[config.mk]
export PLATFORM = sky130hd
export DESIGN_NAME = neuron_step_sequencer_flat
export DESIGN_NICKNAME = d
export VERILOG_FILES = /design/src/rtl/neuron_step_sequencer_pkg.sv /design/src/rtl/neuron_step_sequencer_if.sv /design/src/rtl/neuron_step_sequencer_spike_fifo.sv /design/src/rtl/neuron_step_sequencer.sv /design/src/flat_wrapper.sv
export SDC_FILE = /design/constraint.sdc
export NUM_CORES = 1
export LEC_CHECK = 0
export ABC_CLOCK_PERIOD_IN_PS = 5550
export CAP_MARGIN = 20
export CORE_ASPECT_RATIO = 1.1
export CORE_MARGIN = 2
export CORE_UTILIZATION = 50
export DETAILED_ROUTE_END_ITERATION = 8
export DONT_BUFFER_PORTS = 1
export GPL_TIMING_DRIVEN = 0
export HOLD_SLACK_MARGIN = 0.05
export PLACE_DENSITY = 0.74
export SLEW_MARGIN = 20
export SYNTH_ARGS = -nofsm -noshare
export SYNTH_HDL_FRONTEND = slang
export SYNTH_SLANG_ARGS = --single-unit
[constraint.sdc]
create_clock -name clk -period 5.55 [get_ports clk]
set_clock_uncertainty 0.2 [all_clocks]
set_input_delay 1.665 -clock clk [delete_from_list [all_inputs] [get_ports clk]]
set_output_delay 1.665 -clock clk [all_outputs]
set_load 0.02 [all_outputs]
[src/rtl/neuron_step_sequencer_pkg.sv]
// neuron_step_sequencer_pkg: shared Q-format widths, reset constants, FSM state and tag types.
// No ports; imported by the sequencer, its interface and the testbench.
package neuron_step_sequencer_pkg;
  localparam int INT_WIDTH = 3;
  localparam int FRC_WIDTH = 12;
  localparam int W = 1 + INT_WIDTH + FRC_WIDTH;
  localparam int IDX_W = 8;
  localparam logic signed [W-1:0] V_RST = 16'hECE1;
  localparam logic signed [W-1:0] W_RST = 16'hF600;
  typedef enum logic [1:0] {INIT, IDLE, ISSUE, DRAIN} state_t;
  typedef struct packed {
    logic valid;
    logic [IDX_W-1:0] idx;
    logic signed [W-1:0] v_old;
  } tag_t;
endpackage

[src/rtl/neuron_step_sequencer_if.sv]
// neuron_step_sequencer_if: core data bus and spike event stream.
// master (sequencer): drives core_i/core_v/core_w, spk_valid/spk_id; receives core_v_out/core_w_out, spk_ready.
// slave (core + spike consumer): the opposite directions.
interface neuron_step_sequencer_if import neuron_step_sequencer_pkg::*; #(
  parameter int N_NEURONS = 16
);
  localparam int IW = N_NEURONS > 1 ? $clog2(N_NEURONS) : 1;
  logic signed [W-1:0] core_i, core_v, core_w, core_v_out, core_w_out;
  logic spk_valid, spk_ready;
  logic [IW-1:0] spk_id;
  modport master(output core_i, core_v, core_w, spk_valid, spk_id,
                 input core_v_out, core_w_out, spk_ready);
  modport slave(input core_i, core_v, core_w, spk_valid, spk_id,
                output core_v_out, core_w_out, spk_ready);
endinterface

[src/rtl/neuron_step_sequencer_spike_fifo.sv]
// spike_fifo: synchronous FIFO; a push while full is accepted when a pop happens the same cycle.
// Ports: clk, rst_n (async low), push/din, pop/dout (0 when empty), full, empty.
module spike_fifo #(
  parameter int DEPTH = 8,
  parameter int DW = 4
) (
  input  logic          clk,
  input  logic          rst_n,
  input  logic          push,
  input  logic          pop,
  input  logic [DW-1:0] din,
  output logic [DW-1:0] dout,
  output logic          full,
  output logic          empty
);
  localparam int AW = $clog2(DEPTH);
  logic [DW-1:0] mem [DEPTH];
  logic [AW:0] wr, rd;
  logic do_push, do_pop;
  assign empty = wr == rd;
  assign full = (wr[AW] != rd[AW]) && (wr[AW-1:0] == rd[AW-1:0]);
  assign do_pop = pop & ~empty;
  assign do_push = push & (~full | do_pop);
  assign dout = empty ? '0 : mem[rd[AW-1:0]];
  always_ff @(posedge clk or negedge rst_n)
    if (!rst_n) begin
      wr <= '0;
      rd <= '0;
    end else begin
      wr <= wr + (AW+1)'(do_push);
      rd <= rd + (AW+1)'(do_pop);
    end
  always_ff @(posedge clk)
    if (do_push) mem[wr[AW-1:0]] <= din;
endmodule

[src/rtl/neuron_step_sequencer.sv]
// neuron_step_sequencer: time-multiplexes N neuron states through an external core, one timestep per step_start.
// Ports: clk, rst_n (async low); step_start/step_busy/step_done/t_step step control;
// cur_idx/cur_in current fetch; spk_drop sticky overflow flag; bus (master) core data + spike stream.
// Optional: define SPIKE_COUNT_EN to add spk_count, spikes detected in the last completed step.
module neuron_step_sequencer import neuron_step_sequencer_pkg::*; #(
  parameter int N_NEURONS = 16,
  parameter int CORE_LAT = 4,
  parameter logic signed [W-1:0] SPIKE_TH = 16'sd4096,
  parameter int FIFO_DEPTH = 8,
  localparam int IW = N_NEURONS > 1 ? $clog2(N_NEURONS) : 1
) (
  input  logic                clk,
  input  logic                rst_n,
  input  logic                step_start,
  output logic                step_busy,
  output logic                step_done,
  output logic [15:0]         t_step,
  output logic [IW-1:0]       cur_idx,
  input  logic signed [W-1:0] cur_in,
  output logic                spk_drop,
`ifdef SPIKE_COUNT_EN
  output logic [$clog2(N_NEURONS+1)-1:0] spk_count,
`endif
  neuron_step_sequencer_if.master bus
);
  state_t state, state_nx;
  logic [IW-1:0] cnt, wb_idx;
  logic signed [W-1:0] v_mem [N_NEURONS];
  logic signed [W-1:0] w_mem [N_NEURONS];
  tag_t pipe [CORE_LAT+1];
  tag_t tail, new_tag;
  logic launch, last_cnt, spike, drain_last, pop, fifo_full, fifo_empty;
  assign last_cnt = cnt == IW'(N_NEURONS-1);
  assign tail = pipe[CORE_LAT];
  assign wb_idx = tail.idx[IW-1:0];
  assign new_tag = '{valid: launch, idx: IDX_W'(cur_idx), v_old: v_mem[cur_idx]};
  assign spike = tail.valid && $signed(tail.v_old) < $signed(SPIKE_TH)
                 && $signed(bus.core_v_out) >= $signed(SPIKE_TH);
  // The last launched neuron reaching the tail ends DRAIN.
  assign drain_last = state == DRAIN && tail.valid && tail.idx == IDX_W'(N_NEURONS-1);
  assign pop = bus.spk_valid & bus.spk_ready;
  assign bus.spk_valid = ~fifo_empty;
  always_ff @(posedge clk or negedge rst_n)
    if (!rst_n) state <= INIT;
    else state <= state_nx;
  always_comb begin
    state_nx = state;
    case (state)
      INIT:    state_nx = last_cnt ? IDLE : INIT;
      IDLE:    state_nx = step_start ? (N_NEURONS == 1 ? DRAIN : ISSUE) : IDLE;
      ISSUE:   state_nx = last_cnt ? DRAIN : ISSUE;
      DRAIN:   state_nx = drain_last ? IDLE : DRAIN;
      default: state_nx = INIT;
    endcase
  end
  // Neuron 0 launches on the IDLE edge that samples step_start; ISSUE covers 1..N-1.
  always_comb begin
    step_busy = state != IDLE;
    launch = state == ISSUE || (state == IDLE && step_start);
    cur_idx = state == ISSUE ? cnt : '0;
  end
  always_ff @(posedge clk or negedge rst_n)
    if (!rst_n) begin
      cnt <= '0;
      step_done <= 1'b0;
      t_step <= '0;
      spk_drop <= 1'b0;
      bus.core_i <= '0;
      bus.core_v <= V_RST;
      bus.core_w <= W_RST;
      for (int i = 0; i <= CORE_LAT; i++) pipe[i] <= '0;
    end else begin
      cnt <= (state == INIT || state == ISSUE) ? (last_cnt ? '0 : cnt + 1'b1) : (launch ? IW'(1) : '0);
      step_done <= drain_last;
      t_step <= t_step + 16'(drain_last);
      spk_drop <= spk_drop | (spike & fifo_full & ~pop);
      if (launch) begin
        bus.core_i <= cur_in;
        bus.core_v <= v_mem[cur_idx];
        bus.core_w <= w_mem[cur_idx];
      end
      pipe[0] <= new_tag;
      for (int i = 1; i <= CORE_LAT; i++) pipe[i] <= pipe[i-1];
    end
  always_ff @(posedge clk)
    if (state == INIT) begin
      v_mem[cnt] <= V_RST;
      w_mem[cnt] <= W_RST;
    end else if (tail.valid) begin
      v_mem[wb_idx] <= bus.core_v_out;
      w_mem[wb_idx] <= bus.core_w_out;
    end
  spike_fifo #(.DEPTH(FIFO_DEPTH), .DW(IW)) u_fifo (
    .clk(clk), .rst_n(rst_n), .push(spike), .pop(pop), .din(wb_idx),
    .dout(bus.spk_id), .full(fifo_full), .empty(fifo_empty)
  );
`ifdef SPIKE_COUNT_EN
  localparam int CW = $clog2(N_NEURONS+1);
  logic [CW-1:0] spk_acc;
  // The final write-back shares the step_done edge, so its spike is folded in directly.
  always_ff @(posedge clk or negedge rst_n)
    if (!rst_n) begin
      spk_acc <= '0;
      spk_count <= '0;
    end else begin
      spk_acc <= drain_last ? '0 : spk_acc + CW'(spike);
      if (drain_last) spk_count <= spk_acc + CW'(spike);
    end
`endif
endmodule

[src/flat_wrapper.sv]
// flat-port wrapper written by rule: the top's interface ports become plain ports
module neuron_step_sequencer_flat import neuron_step_sequencer_pkg::*;
#(
  parameter int N_NEURONS = 16,
  parameter int CORE_LAT = 4,
  parameter logic signed [W-1:0] SPIKE_TH = 16'sd4096,
  parameter int FIFO_DEPTH = 8,
  localparam int IW = N_NEURONS > 1 ? $clog2(N_NEURONS) : 1
)
  (clk, rst_n, step_start, step_busy, step_done, t_step, cur_idx, cur_in, spk_drop, bus_core_i, bus_core_v, bus_core_w, bus_spk_valid, bus_spk_id, bus_core_v_out, bus_core_w_out, bus_spk_ready);
  neuron_step_sequencer_if #(.N_NEURONS(N_NEURONS)) bus_i ();
  input  logic clk;
  input  logic rst_n;
  input  logic step_start;
  output logic step_busy;
  output logic step_done;
  output logic [15:0] t_step;
  output logic [IW-1:0] cur_idx;
  input  logic signed [W-1:0] cur_in;
  output logic spk_drop;
  output wire logic [$bits(bus_i.core_i)-1:0] bus_core_i;
  output wire logic [$bits(bus_i.core_v)-1:0] bus_core_v;
  output wire logic [$bits(bus_i.core_w)-1:0] bus_core_w;
  output wire logic [$bits(bus_i.spk_valid)-1:0] bus_spk_valid;
  output wire logic [$bits(bus_i.spk_id)-1:0] bus_spk_id;
  input wire logic [$bits(bus_i.core_v_out)-1:0] bus_core_v_out;
  input wire logic [$bits(bus_i.core_w_out)-1:0] bus_core_w_out;
  input wire logic [$bits(bus_i.spk_ready)-1:0] bus_spk_ready;
  assign bus_core_i = bus_i.core_i;
  assign bus_core_v = bus_i.core_v;
  assign bus_core_w = bus_i.core_w;
  assign bus_spk_valid = bus_i.spk_valid;
  assign bus_spk_id = bus_i.spk_id;
  assign bus_i.core_v_out = bus_core_v_out;
  assign bus_i.core_w_out = bus_core_w_out;
  assign bus_i.spk_ready = bus_spk_ready;
  neuron_step_sequencer #(.N_NEURONS(N_NEURONS), .CORE_LAT(CORE_LAT), .SPIKE_TH(SPIKE_TH), .FIFO_DEPTH(FIFO_DEPTH)) u_core (.clk(clk), .rst_n(rst_n), .step_start(step_start), .step_busy(step_busy), .step_done(step_done), .t_step(t_step), .cur_idx(cur_idx), .cur_in(cur_in), .spk_drop(spk_drop), .bus(bus_i));
endmodule
==> results.json <==
{
  "grt_pass1_vias": 14400,
  "async_reset_ff_share_pct": 18.7,
  "syn_area_sq_mm": 0.0253,
  "clk_pin_slew_ns": 0.06,
  "grt_start_max_net_pins": 126,
  "fillers": 3572,
  "setup_tns_ns": 0,
  "wirelength_mm": 61.0,
  "power_density_mw_per_mm2": 589,
  "cp_slowest_stage_delay_ns": 0.63,
  "initial_core_util_pct": 50.6,
  "clock_latency_ns": 0.61,
  "htreeDepth": 3,
  "whs_path_depth": 0,
  "clockBufferDepth": 3,
  "row_count": 86,
  "cts_buffers": 67,
  "min_path_type": "register to register",
  "synth-edff-count": 544,
  "yosys_warnings": 0,
  "synth-seq-cells": 669,
  "dp.cells": 2129,
  "status": "completed",
  "worst_slew_pin_slew_ns": 1.03,
  "crit_top_cell": "buf_4",
  "final_cells": 2254,
  "io_buffer_count": 0,
  "cts_tree": "done",
  "die_y_microns": 240,
  "cts_hold_buffers": 0,
  "crit_slowest_cell": "buf_1",
  "r2r_setup_slack_ns": 1.71,
  "rr_worst_depth": 7,
  "cp.required_ns": 3.69,
  "setup_ws_ns": 0.762,
  "synth.distinct_cells": 55,
  "ant_nets": 0,
  "fmax_mhz": 209,
  "finalCriticalPeriod_ns": 4.79,
  "top_level_ports": 128,
  "cts.sinks": 669,
  "seq_area_frac_synth_pct": 77.0,
  "setup_viol_count_final": 0,
  "fin_nets": 1597,
  "final_max_slew_viol_count": 0,
  "gp_congestion": 0.790,
  "cp_max_fo": 11,
  "antenna_found_initial": 5,
  "root_buffer": "clkbuf_16",
  "wl_per_cell_microns": 27.1,
  "route.detailed.drc": 0,
  "grt_remaining_overflow": 0,
  "crit_type": "register to output port",
  "cp-end-kind": "output port",
  "netlist_instances": 1450,
  "drt_iter0_drc": 1287,
  "p_leak_nw": 9.78,
  "crit_path_start_kind": "register",
  "place_ws_ns": 1.38,
  "syn_to_final_growth_pct": 14.8,
  "postCtsSetupBuffers": 0,
  "final_util_pct": 58.0,
  "grt_pass1_wl_mm": 89.6,
  "maxCapViolations": 0,
  "place_area_sq_mm": 0.0267,
  "grtUsageTotal_pct": 23.4,
  "num_vias": 14100,
  "die_area_sq_mm": 0.0524,
  "cts_resized": 0,
  "design_area_sq_mm": 0.0290,
  "period_share_pct": 86.3,
  "vdd_drop_max_mv": 0.383,
  "firstDrtPassIters": 5,
  "syn_nets": 1509,
  "rsz0062_at_grt": "no",
  "avgSynthCellArea_sq_um": 17.4,
  "arrival_ns": 2.92,
  "die_w_microns": 218,
  "cp_cell_sequence": "buf_4, and2b_1, nand2_1, inv_2, buf_2, buf_1, buf_4",
  "drive_above_1_share_pct": 19.1,
  "hold_viol": 0,
  "coreArea_sq_mm": 0.0500,
  "vias_per_cell": 6.27,
  "ys.flop_type": "edfxtp_1",
  "hpwl_mm": 38.7,
  "slew-limit-headroom_pct": 30.7
}
[synth_stat cells (2+ instances only)]
cell type	instances	area (sq um)
inv_1	7	26.3
a31o_2	2	17.5
nor2b_1	6	37.5
nor3_1	7	35.0
a221oi_1	69	604
and3b_1	2	17.5
dfstp_2	15	394
xor2_1	8	70.1
mux2_1	3	33.8
a31oi_1	3	18.8
edfxtp_1	544	16300
a221o_1	56	561
dfrtp_1	110	2750
mux2i_1	14	140
nand2_1	97	364
mux4_2	36	811
nand3_1	10	50.1
nor2_1	36	135
xnor2_1	15	131
or2_2	2	12.5
buf_2	38	190
nand2b_1	16	100
clkbuf_1	43	161
inv_2	2	7.51
o221ai_1	4	35.0
nor3b_1	7	52.6
mux2_2	62	698
ha_1	7	87.6
o21ai_0	40	200
nand4_1	4	25.0
o21ai_1	7	35.0
a22oi_1	28	210
buf_1	4	15.0
a21oi_1	69	345
a211oi_1	28	210
and2_1	18	113
buf_4	6	45.0
and4_1	2	17.5
buf_6	4	45.0
o21bai_1	4	30.0
[metal layers]
| layer | up-vias | global-route usage [%] | part of all wire (%) |
|---|---|---|---|
| li1 | 5948 | - | - |
| met1 | 7311 | 29.3 | 38 |
| met2 | 700 | 38.9 | 49 |
| met3 | 172 | 5.65 | 8.4 |
| met4 | 4 | 10.5 | 4.1 |
| met5 | - | 0 | 0.036 |
[worst paths after layout]
| path | end | from |
|---|---|---|
| hold reg to reg | u_core.pipe[12] | u_core.pipe[37] |
| setup / recovery | cur_idx[1] | u_core.state[1] |
| min in group asynchronous | u_core.u_fifo.rd[3] | rst_n |
| setup reg to reg | u_core.w_mem[0][8] | u_core.cnt[0] |
| hold / removal | u_core.pipe[12] | u_core.pipe[37] |
| max in group asynchronous | u_core.bus.core_v[6] | rst_n |
[report_power, final]
| group | internal, mW | switching (mW) | total [mW] |
|---|---|---|---|
| registers | 6.85 | 0.625 | 7.47 |
| logic | 1.65 | 3.32 | 4.97 |
| clock network | 2.78 | 1.88 | 4.66 |
| total | 11.3 | 5.83 | 17.1 |
[cells in the final DEF, fill, tap and decap left out, drive strengths merged, types with 28 or more instances in the layout]
cell and n:
edfxtp 544, clkbuf 143, dfrtp 110, nand2 97
buf 71, a221oi 70, a21oi 69, mux2 65
a221o 56, o21ai 48, nor2 37, mux4 36
a22oi 28, a211oi 28
[critical path: cells and delay by family (launching register included)]
kind	cells	cell delay (ns)
simple gates	2	0.33
buf+inv	5	1.65
flops	1	0.33
[final cells by class]
class | instances | area [sq um] | area share, %
Antenna cell | 1 | 2.50 | 0.00862
Buffer | 96 | 462 | 1.59
Clock buffer | 99 | 1950 | 6.72
Clock inverter | 25 | 337 | 1.16
Inverter | 9 | 33.8 | 0.116
Multi-Input combinational cell | 676 | 5440 | 18.7
Sequential cell | 669 | 19500 | 67.1
Tap cell | 660 | 826 | 2.84
Timing Repair Buffer | 19 | 500 | 1.72
[cells by family (layout without fill, tap and decap cells)]
group                      after synthesis  count (layout)  share of synthesized area, %
DFF                                    669             669                          77.0
AOI/OAI and AO/OA                      317             317                          9.22
and+or+nand+nor                        214             214                          4.00
muxes                                  115             115                          6.65
buffers and inverters                  105             248                          1.96
xor gates and xnor gates                23              23                         0.796
adders and majority gates                7               7                         0.346
other                                    0               1                             0
[per-stage QoR]
step | hold WS (ns) | total power, mW
6_report | 0.143 | 17.1
5_1_grt | 0.151 | 17.7
4_1_cts | 0.144 | 17.1
3_5_place_dp | 0.135 | 12.5
3_3_place_gp | 0.131 | 12.0
2_1_floorplan | 0.131 | 10.5
[registers in the layout, indices dropped and copies added (netlist names)]
name               count
u_core.cnt             4
u_core.u_fifo.mem     32
u_core.u_fifo.rd       4
u_core.bus.core_i     16
u_core.t_step         16
u_core.v_mem         256
u_core.spk_drop        1
u_core.u_fifo.wr       4
u_core.bus.core_w     16
u_core.step_done       1
u_core.w_mem         256
u_core.bus.core_v     16
u_core.pipe           45
u_core.state           2
No activity file was read; power rests on OpenSTA's default activity.
